$ cat src/rtl/sg_pkg.sv
// Shared definitions for the register-write sequencer and the signal generator.
//   - Sequencer FSM state encodings
//   - Register port widths and the END marker address
//   - Layout of a 16-bit sequence table word and a helper to build one
//   - Register address map of the signal generator
package sg_pkg;

    localparam int ADDR_W = 3;
    localparam int DATA_W = 5;
    localparam int WORD_DLY_W = 8;
    localparam int WORD_W = ADDR_W + DATA_W + WORD_DLY_W;

    // Field offsets inside a table word {addr, data, delay}
    localparam int DLY_LSB  = 0;
    localparam int DATA_LSB = DLY_LSB + WORD_DLY_W;
    localparam int ADDR_LSB = DATA_LSB + DATA_W;

    // Address 7 is not decoded by the signal generator, so it marks end-of-table
    localparam logic [ADDR_W-1:0] END_ADDR = 3'b111;

    // Register address map
    localparam logic [ADDR_W-1:0] PERIOD_A = 3'd0;
    localparam logic [ADDR_W-1:0] PERIOD_B = 3'd1;
    localparam logic [ADDR_W-1:0] VOL_A    = 3'd2;
    localparam logic [ADDR_W-1:0] VOL_B    = 3'd3;
    localparam logic [ADDR_W-1:0] VOL_N    = 3'd4;
    localparam logic [ADDR_W-1:0] ENABLES  = 3'd5;

    // Sequencer FSM states
    localparam logic [2:0] S_IDLE   = 3'd0;
    localparam logic [2:0] S_LOAD   = 3'd1;
    localparam logic [2:0] S_STROBE = 3'd2;
    localparam logic [2:0] S_HOLD   = 3'd3;
    localparam logic [2:0] S_NEXT   = 3'd4;
    localparam logic [2:0] S_WRAP   = 3'd5;

    typedef struct packed {
        logic [ADDR_W-1:0]     addr;
        logic [DATA_W-1:0]     data;
        logic [WORD_DLY_W-1:0] delay;
    } seq_word_t;

    function automatic logic [WORD_W-1:0] mk_word(input logic [ADDR_W-1:0] a,
                                                  input logic [DATA_W-1:0] d,
                                                  input logic [WORD_DLY_W-1:0] dl);
        return {a, d, dl};
    endfunction

endpackage

$ cat src/rtl/reg_write_sequencer_if.sv
// Register write port between the sequencer (master) and the signal generator
// (slave).
//   write_strobe : one-cycle write pulse
//   address      : register address, valid while write_strobe=1
//   data         : register data, valid while write_strobe=1
interface reg_write_sequencer_if;
    import sg_pkg::*;

    logic              write_strobe;
    logic [ADDR_W-1:0] address;
    logic [DATA_W-1:0] data;

    modport master (output write_strobe, address, data);
    modport slave  (input  write_strobe, address, data);

endinterface

$ cat src/rtl/seq_rom.sv
// Constant sequence table, combinational read.
//   idx  : table index (IDX_W bits)
//   word : {addr[2:0], data[4:0], delay[7:0]}
// TUNE selects one of several built-in tables; unlisted indices read as END.
module seq_rom
    import sg_pkg::*;
#(
    parameter int IDX_W = 4,
    parameter int TUNE  = 0
) (
    input  logic [IDX_W-1:0]  idx,
    output logic [WORD_W-1:0] word
);

    always_comb begin
        word = mk_word(END_ADDR, '0, '0);
        case (TUNE)
            // Short two-step pattern: one delayed write, one immediate write
            1: begin
                case (int'(idx))
                    0:       word = mk_word(3'd2, 5'd8, 8'd2);
                    1:       word = mk_word(3'd3, 5'd5, 8'd0);
                    default: word = mk_word(END_ADDR, '0, '0);
                endcase
            end
            // Every entry used, no END marker, all delays zero
            2: word = mk_word(3'(int'(idx) % 6), 5'(int'(idx)), 8'd0);
            // Immediate write followed by a very long hold
            3: begin
                case (int'(idx))
                    0:       word = mk_word(3'd1, 5'd3, 8'd0);
                    1:       word = mk_word(3'd0, 5'd7, 8'd255);
                    default: word = mk_word(END_ADDR, '0, '0);
                endcase
            end
            // Empty table: END marker at step 0
            4: word = mk_word(END_ADDR, '0, '0);
            // Demo tune: enable channel A, fade through three periods, silence
            default: begin
                case (int'(idx))
                    0:       word = mk_word(ENABLES,  5'b00011, 8'd0);
                    1:       word = mk_word(VOL_A,    5'd20,    8'd0);
                    2:       word = mk_word(PERIOD_A, 5'd16,    8'd50);
                    3:       word = mk_word(PERIOD_A, 5'd12,    8'd50);
                    4:       word = mk_word(PERIOD_A, 5'd10,    8'd100);
                    5:       word = mk_word(VOL_A,    5'd0,     8'd0);
                    6:       word = mk_word(ENABLES,  5'd0,     8'd0);
                    default: word = mk_word(END_ADDR, '0, '0);
                endcase
            end
        endcase
    end

endmodule

$ cat src/rtl/reg_write_sequencer.sv
// Autonomous bus initiator: walks the seq_rom table, issues one single-cycle
// register write per entry, then waits delay*TICK_DIV cycles before the next.
//   clk, rst_n  : clock, synchronous active-low reset
//   start       : begin playback from step 0 when idle (level sampled)
//   stop        : abort playback (level sampled, wins over start)
//   loop_en     : restart from step 0 at end of table / END marker
//   bus         : register write port (write_strobe/address/data)
//   busy        : high whenever the FSM is not idle
//   step        : current or most recent table index
// Table words are 16 bits, so DLY_W must stay at 8.
module reg_write_sequencer
    import sg_pkg::*;
#(
    parameter int STEPS    = 16,
    parameter int IDX_W    = 4,
    parameter int TICK_DIV = 1000,
    parameter int DLY_W    = 8,
    parameter int TUNE     = 0
) (
    input  logic                   clk,
    input  logic                   rst_n,
    input  logic                   start,
    input  logic                   stop,
    input  logic                   loop_en,
    reg_write_sequencer_if.master  bus,
    output logic                   busy,
    output logic [IDX_W-1:0]       step
);

    localparam int PRE_W = (TICK_DIV > 1) ? $clog2(TICK_DIV) : 1;

    logic [2:0]        state_reg, state_next;
    logic [IDX_W-1:0]  step_reg;
    logic [ADDR_W-1:0] addr_reg;      // address of the latched word, incl. END
    logic [DLY_W-1:0]  dly_reg;       // delay of the latched word
    logic [ADDR_W-1:0] address_reg;
    logic [DATA_W-1:0] data_reg;
    logic              strobe_reg;
    logic              busy_reg;
    logic [PRE_W-1:0]  pre_reg;
    logic [DLY_W-1:0]  cnt_reg;

    seq_word_t rom_word;
    logic      tick_wrap;
    logic      end_at_zero;

    seq_rom #(.IDX_W(IDX_W), .TUNE(TUNE)) u_rom (
        .idx  (step_reg),
        .word (rom_word)
    );

    assign tick_wrap   = (pre_reg == PRE_W'(TICK_DIV - 1));
    // An END marker at step 0 would otherwise loop forever without writing
    assign end_at_zero = (step_reg == '0) && (addr_reg == END_ADDR);

    always_comb begin
        state_next = state_reg;
        case (state_reg)
            S_IDLE:   if (start && !stop) state_next = S_LOAD;
            S_LOAD:   state_next = (rom_word.addr == END_ADDR) ? S_WRAP : S_STROBE;
            S_STROBE: state_next = (dly_reg == '0) ? S_NEXT : S_HOLD;
            S_HOLD:   if (tick_wrap && cnt_reg == DLY_W'(1)) state_next = S_NEXT;
            S_NEXT:   state_next = (step_reg == IDX_W'(STEPS - 1)) ? S_WRAP : S_LOAD;
            S_WRAP:   state_next = (loop_en && !end_at_zero) ? S_LOAD : S_IDLE;
            default:  state_next = S_IDLE;
        endcase
        if (stop && state_reg != S_IDLE) state_next = S_IDLE;
    end

    always_ff @(posedge clk) begin
        if (!rst_n) begin
            state_reg   <= S_IDLE;
            step_reg    <= '0;
            addr_reg    <= '0;
            dly_reg     <= '0;
            address_reg <= '0;
            data_reg    <= '0;
            strobe_reg  <= 1'b0;
            busy_reg    <= 1'b0;
            pre_reg     <= '0;
            cnt_reg     <= '0;
        end else begin
            state_reg  <= state_next;
            // Outputs are registered from the next state so they line up with it
            busy_reg   <= (state_next != S_IDLE);
            strobe_reg <= (state_next == S_STROBE);
            case (state_reg)
                S_IDLE: if (state_next == S_LOAD) step_reg <= '0;
                S_LOAD: begin
                    addr_reg <= rom_word.addr;
                    dly_reg  <= rom_word.delay;
                    if (state_next == S_STROBE) begin
                        address_reg <= rom_word.addr;
                        data_reg    <= rom_word.data;
                    end
                end
                S_STROBE: begin
                    pre_reg <= '0;
                    cnt_reg <= dly_reg;
                end
                S_HOLD: begin
                    if (tick_wrap) begin
                        pre_reg <= '0;
                        cnt_reg <= cnt_reg - DLY_W'(1);
                    end else begin
                        pre_reg <= pre_reg + PRE_W'(1);
                    end
                end
                S_NEXT: if (state_next == S_LOAD) step_reg <= step_reg + IDX_W'(1);
                S_WRAP: if (state_next == S_LOAD) step_reg <= '0;
                default: ;
            endcase
        end
    end

    assign bus.write_strobe = strobe_reg;
    assign bus.address      = address_reg;
    assign bus.data         = data_reg;
    assign busy             = busy_reg;
    assign step             = step_reg;

endmodule

$ cat src/flat_wrapper.sv
// flat-port wrapper written by rule: the top's interface ports become plain ports
module reg_write_sequencer_flat import sg_pkg::*;
#(
    parameter int STEPS    = 16,
    parameter int IDX_W    = 4,
    parameter int TICK_DIV = 1000,
    parameter int DLY_W    = 8,
    parameter int TUNE     = 0
)
  (clk, rst_n, start, stop, loop_en, busy, step, bus_write_strobe, bus_address, bus_data);
  reg_write_sequencer_if bus_i ();
  input  logic clk;
  input  logic rst_n;
  input  logic start;
  input  logic stop;
  input  logic loop_en;
  output logic busy;
  output logic [IDX_W-1:0] step;
  output wire logic [$bits(bus_i.write_strobe)-1:0] bus_write_strobe;
  output wire logic [$bits(bus_i.address)-1:0] bus_address;
  output wire logic [$bits(bus_i.data)-1:0] bus_data;
  assign bus_write_strobe = bus_i.write_strobe;
  assign bus_address = bus_i.address;
  assign bus_data = bus_i.data;
  reg_write_sequencer #(.STEPS(STEPS), .IDX_W(IDX_W), .TICK_DIV(TICK_DIV), .DLY_W(DLY_W), .TUNE(TUNE)) u_core (.clk(clk), .rst_n(rst_n), .start(start), .stop(stop), .loop_en(loop_en), .bus(bus_i), .busy(busy), .step(step));
endmodule
$ cat config.mk
export PLATFORM = sky130hd
export DESIGN_NAME = reg_write_sequencer_flat
export DESIGN_NICKNAME = d
export VERILOG_FILES = /design/src/rtl/sg_pkg.sv /design/src/rtl/reg_write_sequencer_if.sv /design/src/rtl/seq_rom.sv /design/src/rtl/reg_write_sequencer.sv /design/src/flat_wrapper.sv
export SDC_FILE = /design/constraint.sdc
export NUM_CORES = 1
export LEC_CHECK = 0
export CAP_MARGIN = 20
export CORE_UTILIZATION = 61
export CTS_CLUSTER_DIAMETER = 30
export DETAILED_ROUTE_END_ITERATION = 8
export GPL_ROUTABILITY_DRIVEN = 0
export PLACE_DENSITY_LB_ADDON = 0.08
export SLEW_MARGIN = 20
export SYNTH_ARGS = -nofsm -noshare
export SYNTH_HDL_FRONTEND = slang
export SYNTH_SLANG_ARGS = --single-unit
$ cat constraint.sdc
create_clock -name clk -period 3.1 [get_ports clk]
set_input_delay 0.62 -clock clk [delete_from_list [all_inputs] [get_ports clk]]
set_output_delay 0.62 -clock clk [all_outputs]
set_load 0.02 [all_outputs]
-- Yosys cells after proc, flatten, opt, wreduce, memory -nomap -nowiden
Index checks and enable logic that the tools add are counted.
- input port bits: 5
- logic and storage cells: 68
- output and inout port bits: 14
- bits in registers: 46
- add/subtract/negate cells: 3
- equality and inequality tests: 21
- multiplexer cells: 16
- reduce and logical (&&, ||, !) cells: 18
- operators by type and width (operator ; count):
    case mux 16 bit (7 select lines) ; 1
    case mux 10 bit (2 select lines) ; 1
    two-way mux 3 bit ; 6
    case mux 3 bit (6 select lines) ; 1
    case mux 8 bit (2 select lines) ; 1
    == test 3 bit (second input constant) ; 4
    == test 4 x 3 -> 1 bit (second input constant) ; 3
    adder 10 x 1 -> 10 bit (second input constant) ; 1
    == test 10 bit (second input constant) ; 1
    two-way mux 10 bit ; 1
    == test 3 x 2 -> 1 bit (second input constant) ; 3
    == test 4 x 2 -> 1 bit (second input constant) ; 2
    == test 8 x 1 -> 1 bit (second input constant) ; 1
    zero test 8 bit ; 1
    two-way mux 4 bit ; 2
    two-way mux 8 bit ; 1
    case mux 4 bit (2 select lines) ; 1
    subtractor 8 x 1 -> 8 bit (second input constant) ; 1
    == test 3 x 1 -> 1 bit (second input constant) ; 2
    inequality test 2 x 1 -> 1 bit (second input constant) ; 3
    nonzero test 3 bit ; 2
    logical AND 1 bit ; 5
    adder 4 x 1 -> 4 bit (second input constant) ; 1
    == test 4 x 1 -> 1 bit (second input constant) ; 1
    other kinds (9) ; 12

-- Longest topological paths before layout
Gate-level depths: netlist of run 1.
- depth in word-level cells: 10
- gate-level depth with buffers: 7
- mapped depth without buffers: 7

-- By module
A second synthesis of run 1 with hierarchy kept.
- cells, all modules: 296
- area total of the unflattened synthesis: 2459.9 um^2
- modules (own cells, without submodules) (module ; times used ; cells each ; area an instance (um^2) ; seq. area each (um^2)):
    reg_write_sequencer ; 1 ; 272 ; 2298.5 ; 920.9
    seq_rom ; 1 ; 24 ; 161.4 ; 0.0

-- Least setup slack after synthesis of run 1
OpenSTA, ideal clock, no wires.
- path type: register to register
- from: register u_core.step_reg[0], in the netlist u_core.step[0]
- to: register u_core.step_reg[3], in the netlist u_core.step[3]
- path buffers: 0
- setup time: 117 ps
- data required time: 2983 ps
- clock period less this slack: 2006 ps
- arrival: 1889 ps
- path slack: 1094 ps
- cell stages (with the launch flop): 8
- cells stage by stage: dfxtp_1 > inv_1 > ha_1 > or3b_2 > o221ai_1 > nor3_2 > o21ai_0 > a32o_1
- cells in the longest elaborated chain, start to end: 10
- elaborated cells between the ends (all ways): 25
- those cells by class: add/sub: 1; eq/ne: 11; mux: 8; reduce/logical: 5
- ends and longest elaborated chain (item ; RTL line ; RTL):
    start, declared ; reg_write_sequencer.sv:33 ; logic [IDX_W-1:0] step_reg;
    start signal, assigned ; reg_write_sequencer.sv:109 ; S_NEXT: if (state_next == S_LOAD) step_reg <= step_reg + IDX_W'(1);
    branches (longest 10 deep; another with case mux 16 bit (7 select lines)) ; n/a ;
Parallel ways; which one is timed is not known. The select of a mux whose other input is x is not followed.
A chain may end at the register's enable or synchronous reset.

-- Worst setup path in the final report of run 1
- from: register u_core.step_reg[3], in the netlist u_core.step[3]
- to: output step[3]
- RTL lines (item ; RTL line ; RTL):
    end, declared ; flat_wrapper.sv:18 ; output logic [IDX_W-1:0] step;
No word-level cell between the ends.

==> results of run 1 <==
## cells in the mapped netlist (2+ instances only)
master / number / share of area, %
a211o_1: 2 / 0.82
a211oi_1: 2 / 0.70
a21o_1: 2 / 0.70
a21oi_1: 21 / 4.9
a22oi_1: 2 / 0.70
a31oi_1: 5 / 1.5
a32o_1: 2 / 0.94
and3_1: 3 / 0.88
and4b_1: 2 / 0.94
buf_2: 3 / 0.70
clkbuf_1: 7 / 1.2
dfxtp_1: 39 / 36
ha_1: 7 / 4.1
inv_1: 7 / 1.2
mux2i_1: 5 / 2.3
nand2_1: 23 / 4.0
nand2b_1: 5 / 1.5
nand3_1: 7 / 1.6
nand4_1: 5 / 1.5
nor2_1: 39 / 6.8
nor2b_1: 7 / 2.0
nor3_1: 11 / 2.6
nor4_1: 3 / 0.88
o21a_1: 2 / 0.70
o21ai_0: 18 / 4.2
o22ai_1: 4 / 1.2
or3b_2: 3 / 1.2
xnor2_1: 6 / 2.5
xor2_1: 5 / 2.0
## power groups by stage
stage / logic [mW] / clock network, mW / registers [mW]
3_5_place_dp: 0.123 / 0 / 0.534
2_1_floorplan: 0.0849 / 0 / 0.535
6_report: 0.125 / 0.262 / 0.523
3_3_place_gp: 0.120 / 0 / 0.533
4_1_cts: 0.124 / 0.266 / 0.523
5_1_grt: 0.140 / 0.286 / 0.525
## through the flow
stage	hold slack, ns	cell area, sq um	cells	utilization [%]
6_report	0.467	2420	332	72.4
3_5_place_dp	0.454	2360	324	70.7
4_1_cts	0.472	2420	332	72.4
2_1_floorplan	0.455	2140	267	-
5_1_grt	0.497	2420	332	72.4
3_3_place_gp	0.448	2360	324	70.7
## cell type report
type	instances	area, sq um	share of cell area (%)
clock buffers	5	37.5	1.55
clock inverters	3	20.0	0.829
inverters	8	30.0	1.24
multi-input cells	209	1280	53.0
flip-flops and latches	39	781	32.3
well taps	46	57.6	2.38
repair buffers	22	210	8.70
## kinds of logic (layout without fill, tap and decap cells)
kind of cell / count (synthesis) / in the layout / synth area share, %
buf+inv: 19 / 38 / 3.68
simple gates: 118 / 118 / 28.2
fa+ha+maj: 7 / 7 / 4.09
flops: 39 / 39 / 36.5
mux: 5 / 5 / 2.34
compound gates: 68 / 68 / 20.6
xor+xnor: 11 / 11 / 4.50
## metal layers
metal  vias to the layer above  wire length [microns]  GRT usage (%)
met4                         0                     68           10.1
met5                         -                      0              0
met1                       928                   2320           39.2
met2                        37                   2010           40.1
met3                         9                    182           6.30
li1                        999                      -              -
## path summary, 6_finish.rpt
path	from	end	slack, ns	cells after the start
min reg2reg	u_core.bus.data[0]	u_core.bus.data[0]	0.47	2
max reg2reg	u_core.step[0]	u_core.bus.data[0]	0.93	7
min	u_core.bus.data[0]	u_core.bus.data[0]	0.47	2
max	u_core.step[3]	step[3]	0.81	1
## cells in the final DEF (no fill, tap or decap), types with 2 or more instances in the layout
cell type	count
xor2_1	5
nor3_1	11
mux2i_1	5
nor2_1	39
ha_1	7
nand2b_1	5
nor2b_1	7
clkbuf_4	5
or3b_2	3
clkinvlp_4	2
a32o_1	2
a31oi_1	5
inv_1	7
nand4_1	5
nand3_1	7
o21a_1	2
o22ai_1	4
a211oi_1	2
a21o_1	2
and3_1	3
xnor2_1	6
o21ai_0	18
buf_4	4
a22oi_1	2
a211o_1	2
nor4_1	3
dfxtp_1	39
clkdlybuf4s50_1	18
nand2_1	23
a21oi_1	21
and4b_1	2
==> flow_summary.yaml, run 1 <==
global_route:
  grt_first_pass_wirelength_microns: 7610
  grt_usage_pct: 27.4
  grt_overflow: 0
  grt_max_degree: 23
  grt_pass1_vias: 1698
  antenna_found_initial: 0
power:
  power_leakage_nw: 0.855
  power_mw: 0.910
  p_seq_share_pct: 57.5
  intPower_mw: 0.647
  peakVddDrop_mv: 0.265
  p_comb_share_pct: 13.7
  p_sw_mw: 0.263
  clockPowerShare_pct: 28.8
  power.density_nw_per_um2: 377
  swShare_pct: 28.9
timing:
  relSlewSlack_pct: 62.7
  fin_ws_ns: 0.813
  setup_viol_count_final: 0
  finalHoldViolations: 0
  fin_crit_sh_pct: 73.8
  drv_slew: 0
  fmax_mhz: 437
  worst_pin_slew_ns: 0.556
  min_period_ns: 2.29
  rsz0062_at_grt: "false"
  fin_skew_ns: 0.0125
  fin_tns_setup_ns: 0
placement:
  dpl.hpwl_microns: 3260
  port_buffers: 18
  pre_cts_ws_ns: 0.674
setup_path:
  path_max_fanout: 14
  start_kind: "flip-flop"
  crit_type: "flip-flop to output port"
  crit_buf_inv: 1
  cpLargestDelayFamily: "buffers and inverters"
  cp.arrival_ns: 1.67
  slowest_stage: "clkdlybuf4s50_1"
  worstPathCellList: "clkdlybuf4s50_1"
  cp.required_ns: 2.48
  slowest_delay_ns: 0.69
  end_kind: "output port"
synth:
  yosysSeqAreaShare_pct: 36.5
  synth-edff-count: 0
  syn-num-nets: 279
  syn_area_per_cell_sq_um: 8.01
  netlist_area_sq_um: 2140
  synth_flop_cell: "dfxtp_1"
  ys_warn_count: 0
  synth_cell_types: 49
  synthCells: 267
  synth-seq-cells: 39
  async_flop_share_pct: 0
clock_network:
  path_clk_slew_ns: 0.13
  htreeDepth: 2
  cts_resized: 0
  clock_latency_ns: 0.35
  clock-sinks: 39
  cts.path.max_buffers: 2
  cts_buffers: 5
  post_cts_buffers: 0
  cts-root-buf: "clkbuf_4"
  cts_hold_buf: 0
  cts_tree: "built"
min_path:
  hp-class: "flip-flop to flip-flop"
finish:
  diodes: 0
  area_delta_synth_final_pct: 12.9
  fill_cells: 278
  nets: 297
  largest_reg_flops: 10
  final_layout_size_suffix_gt1_share_pct: 9.09
floorplanning:
  start_util_pct: 64.1
  core_area_sq_um: 3340
  die_area_sq_um: 3750
  die_w_microns: 61.2
  die_h_microns: 61.2
  num_rows: 21
  ioPinCount: 19
drt:
  first_iter_violations: 122
  drc: 0
  vias: 1973
  antenna_left: 0
  wirelength_microns: 4580
  wl_per_cell_microns: 13.8
  viasPerCell: 5.94
  first_pass_iters: 4
job:
  maxCapViolCount: 0
status:
  status: "completed"
Power figures use the tool's default switching activity.
==> inputs of run 2 (changes only) <==
--- a/config.mk
+++ b/config.mk
@@ -6,7 +6,7 @@
 export NUM_CORES = 1
 export LEC_CHECK = 0
 export CAP_MARGIN = 20
-export CORE_UTILIZATION = 61
+export CORE_UTILIZATION = 57
 export CTS_CLUSTER_DIAMETER = 30
 export DETAILED_ROUTE_END_ITERATION = 8
 export GPL_ROUTABILITY_DRIVEN = 0
==> constraint.sdc (replaced) <==
create_clock -name clk -period 2.36 [get_ports clk]
set_input_delay 0.472 -clock clk [delete_from_list [all_inputs] [get_ports clk]]
set_output_delay 0.472 -clock clk [all_outputs]
set_load 0.02 [all_outputs]
==> flow_summary.yaml, run 2 (synthesized netlist as in run 1, its figures left out) <==
timing:
  drv_slew: 0
  min_period_ns: 2.14
  worst_pin_slew_ns: 0.617
  fmax_mhz: 468
  fin_skew_ns: 0.00554
  fin_ws_ns: 0.224
  fin_crit_sh_pct: 90.5
  rsz0062_at_grt: "false"
  fin_tns_setup_ns: 0
  finalHoldViolations: 0
  relSlewSlack_pct: 58.5
  setup_viol_count_final: 0
global_route:
  grt_max_degree: 15
  grt_overflow: 0
  grt_first_pass_wirelength_microns: 7940
  grt_usage_pct: 24.8
  antenna_found_initial: 0
  grt_pass1_vias: 1777
floorplanning:
  num_rows: 21
  ioPinCount: 19
  die_h_microns: 63.3
  start_util_pct: 61.7
  die_w_microns: 63.3
  die_area_sq_um: 4000
  core_area_sq_um: 3470
finish:
  largest_reg_flops: 10
  most-common-layout-cells: "39 x nor2_1, 39 x dfxtp_1, 23 x nand2_1, 21 x a21oi_1"
  final_layout_size_suffix_gt1_share_pct: 10.3
  area_delta_synth_final_pct: 16.1
  diodes: 0
  nets: 302
clock_network:
  post_cts_buffers: 0
  cts-root-buf: "clkbuf_8"
  clock-sinks: 39
  cts_resized: 0
  clock_latency_ns: 0.29
  htreeDepth: 2
  cts_tree: "built"
  path_clk_slew_ns: 0.07
  cts.path.max_buffers: 2
  cts_hold_buf: 0
  cts_buffers: 5
power:
  peakVddDrop_mv: 0.433
  power.density_nw_per_um2: 530
  power_leakage_nw: 0.900
drt:
  first_pass_iters: 4
  antenna_left: 0
  first_iter_violations: 215
  viasPerCell: 5.96
  wirelength_microns: 4820
  vias: 2003
  wl_per_cell_microns: 14.3
  drc: 0
min_path:
  hp-class: "flip-flop to flip-flop"
placement:
  dpl.hpwl_microns: 3530
  port_buffers: 18
  pre_cts_ws_ns: 0.190
job:
  maxCapViolCount: 0
setup_path:
  start_kind: "flip-flop"
  cp.arrival_ns: 2.33
  cp.required_ns: 2.55
  path_max_fanout: 7
  end_kind: "flip-flop"
  crit_type: "flip-flop to flip-flop"
status:
  status: "completed"
## run 2: layout make-up
cell class	count	area, sq um
Clock buffer	6	82.6
Clock inverter	1	5.00
Fill cell	287	985
Inverter	8	30.0
Multi-Input combinational cell	209	1280
Sequential cell	39	781
Tap cell	46	57.6
Timing Repair Buffer	27	248
## run 2: final timing paths
check                      from            endpoint  slack (ns)  cells past startpoint
min reg2reg  u_core.bus.data[0]  u_core.bus.data[0]        0.46                      2
max              u_core.step[0]      u_core.step[1]        0.22                      8
min          u_core.bus.data[0]  u_core.bus.data[0]        0.46                      2
max reg2reg      u_core.step[0]      u_core.step[1]        0.22                      8
## run 2: per-stage QoR
stage	util [%]	total power, mW	hold WS (ns)	area (sq um)	std cells
floorplan	-	0.814	0.455	2140	267
CTS	71.6	1.32	0.465	2480	336
global placement	69.1	0.868	0.447	2400	329
global route	71.6	1.36	0.492	2480	336
detailed placement	69.1	0.870	0.451	2400	329
finish	71.6	1.32	0.459	2480	336
## run 2: metal layers
layer	vias to the layer above	track usage [%]	wire length, microns
met5	-	0	0
met4	0	7.67	70
met3	10	4.35	221
met2	56	39.2	2170
met1	932	34.1	2360
li1	1005	-	-
## run 2: worst max-delay path, stage by stage, from the launching register on
cell and delay, ns:
dfxtp_1 0.37, inv_1 0.11, ha_1 0.26, or3b_2 0.47, o221ai_1 0.33, nor3_2 0.12, buf_4 0.17, mux2i_1 0.15
nor2_1 0.05
## run 2: power breakdown
part,total (mW),switching [mW],internal [mW]
clock network,0.457,0.228,0.229
logic,0.171,0.100,0.0704
registers,0.688,0.0150,0.673
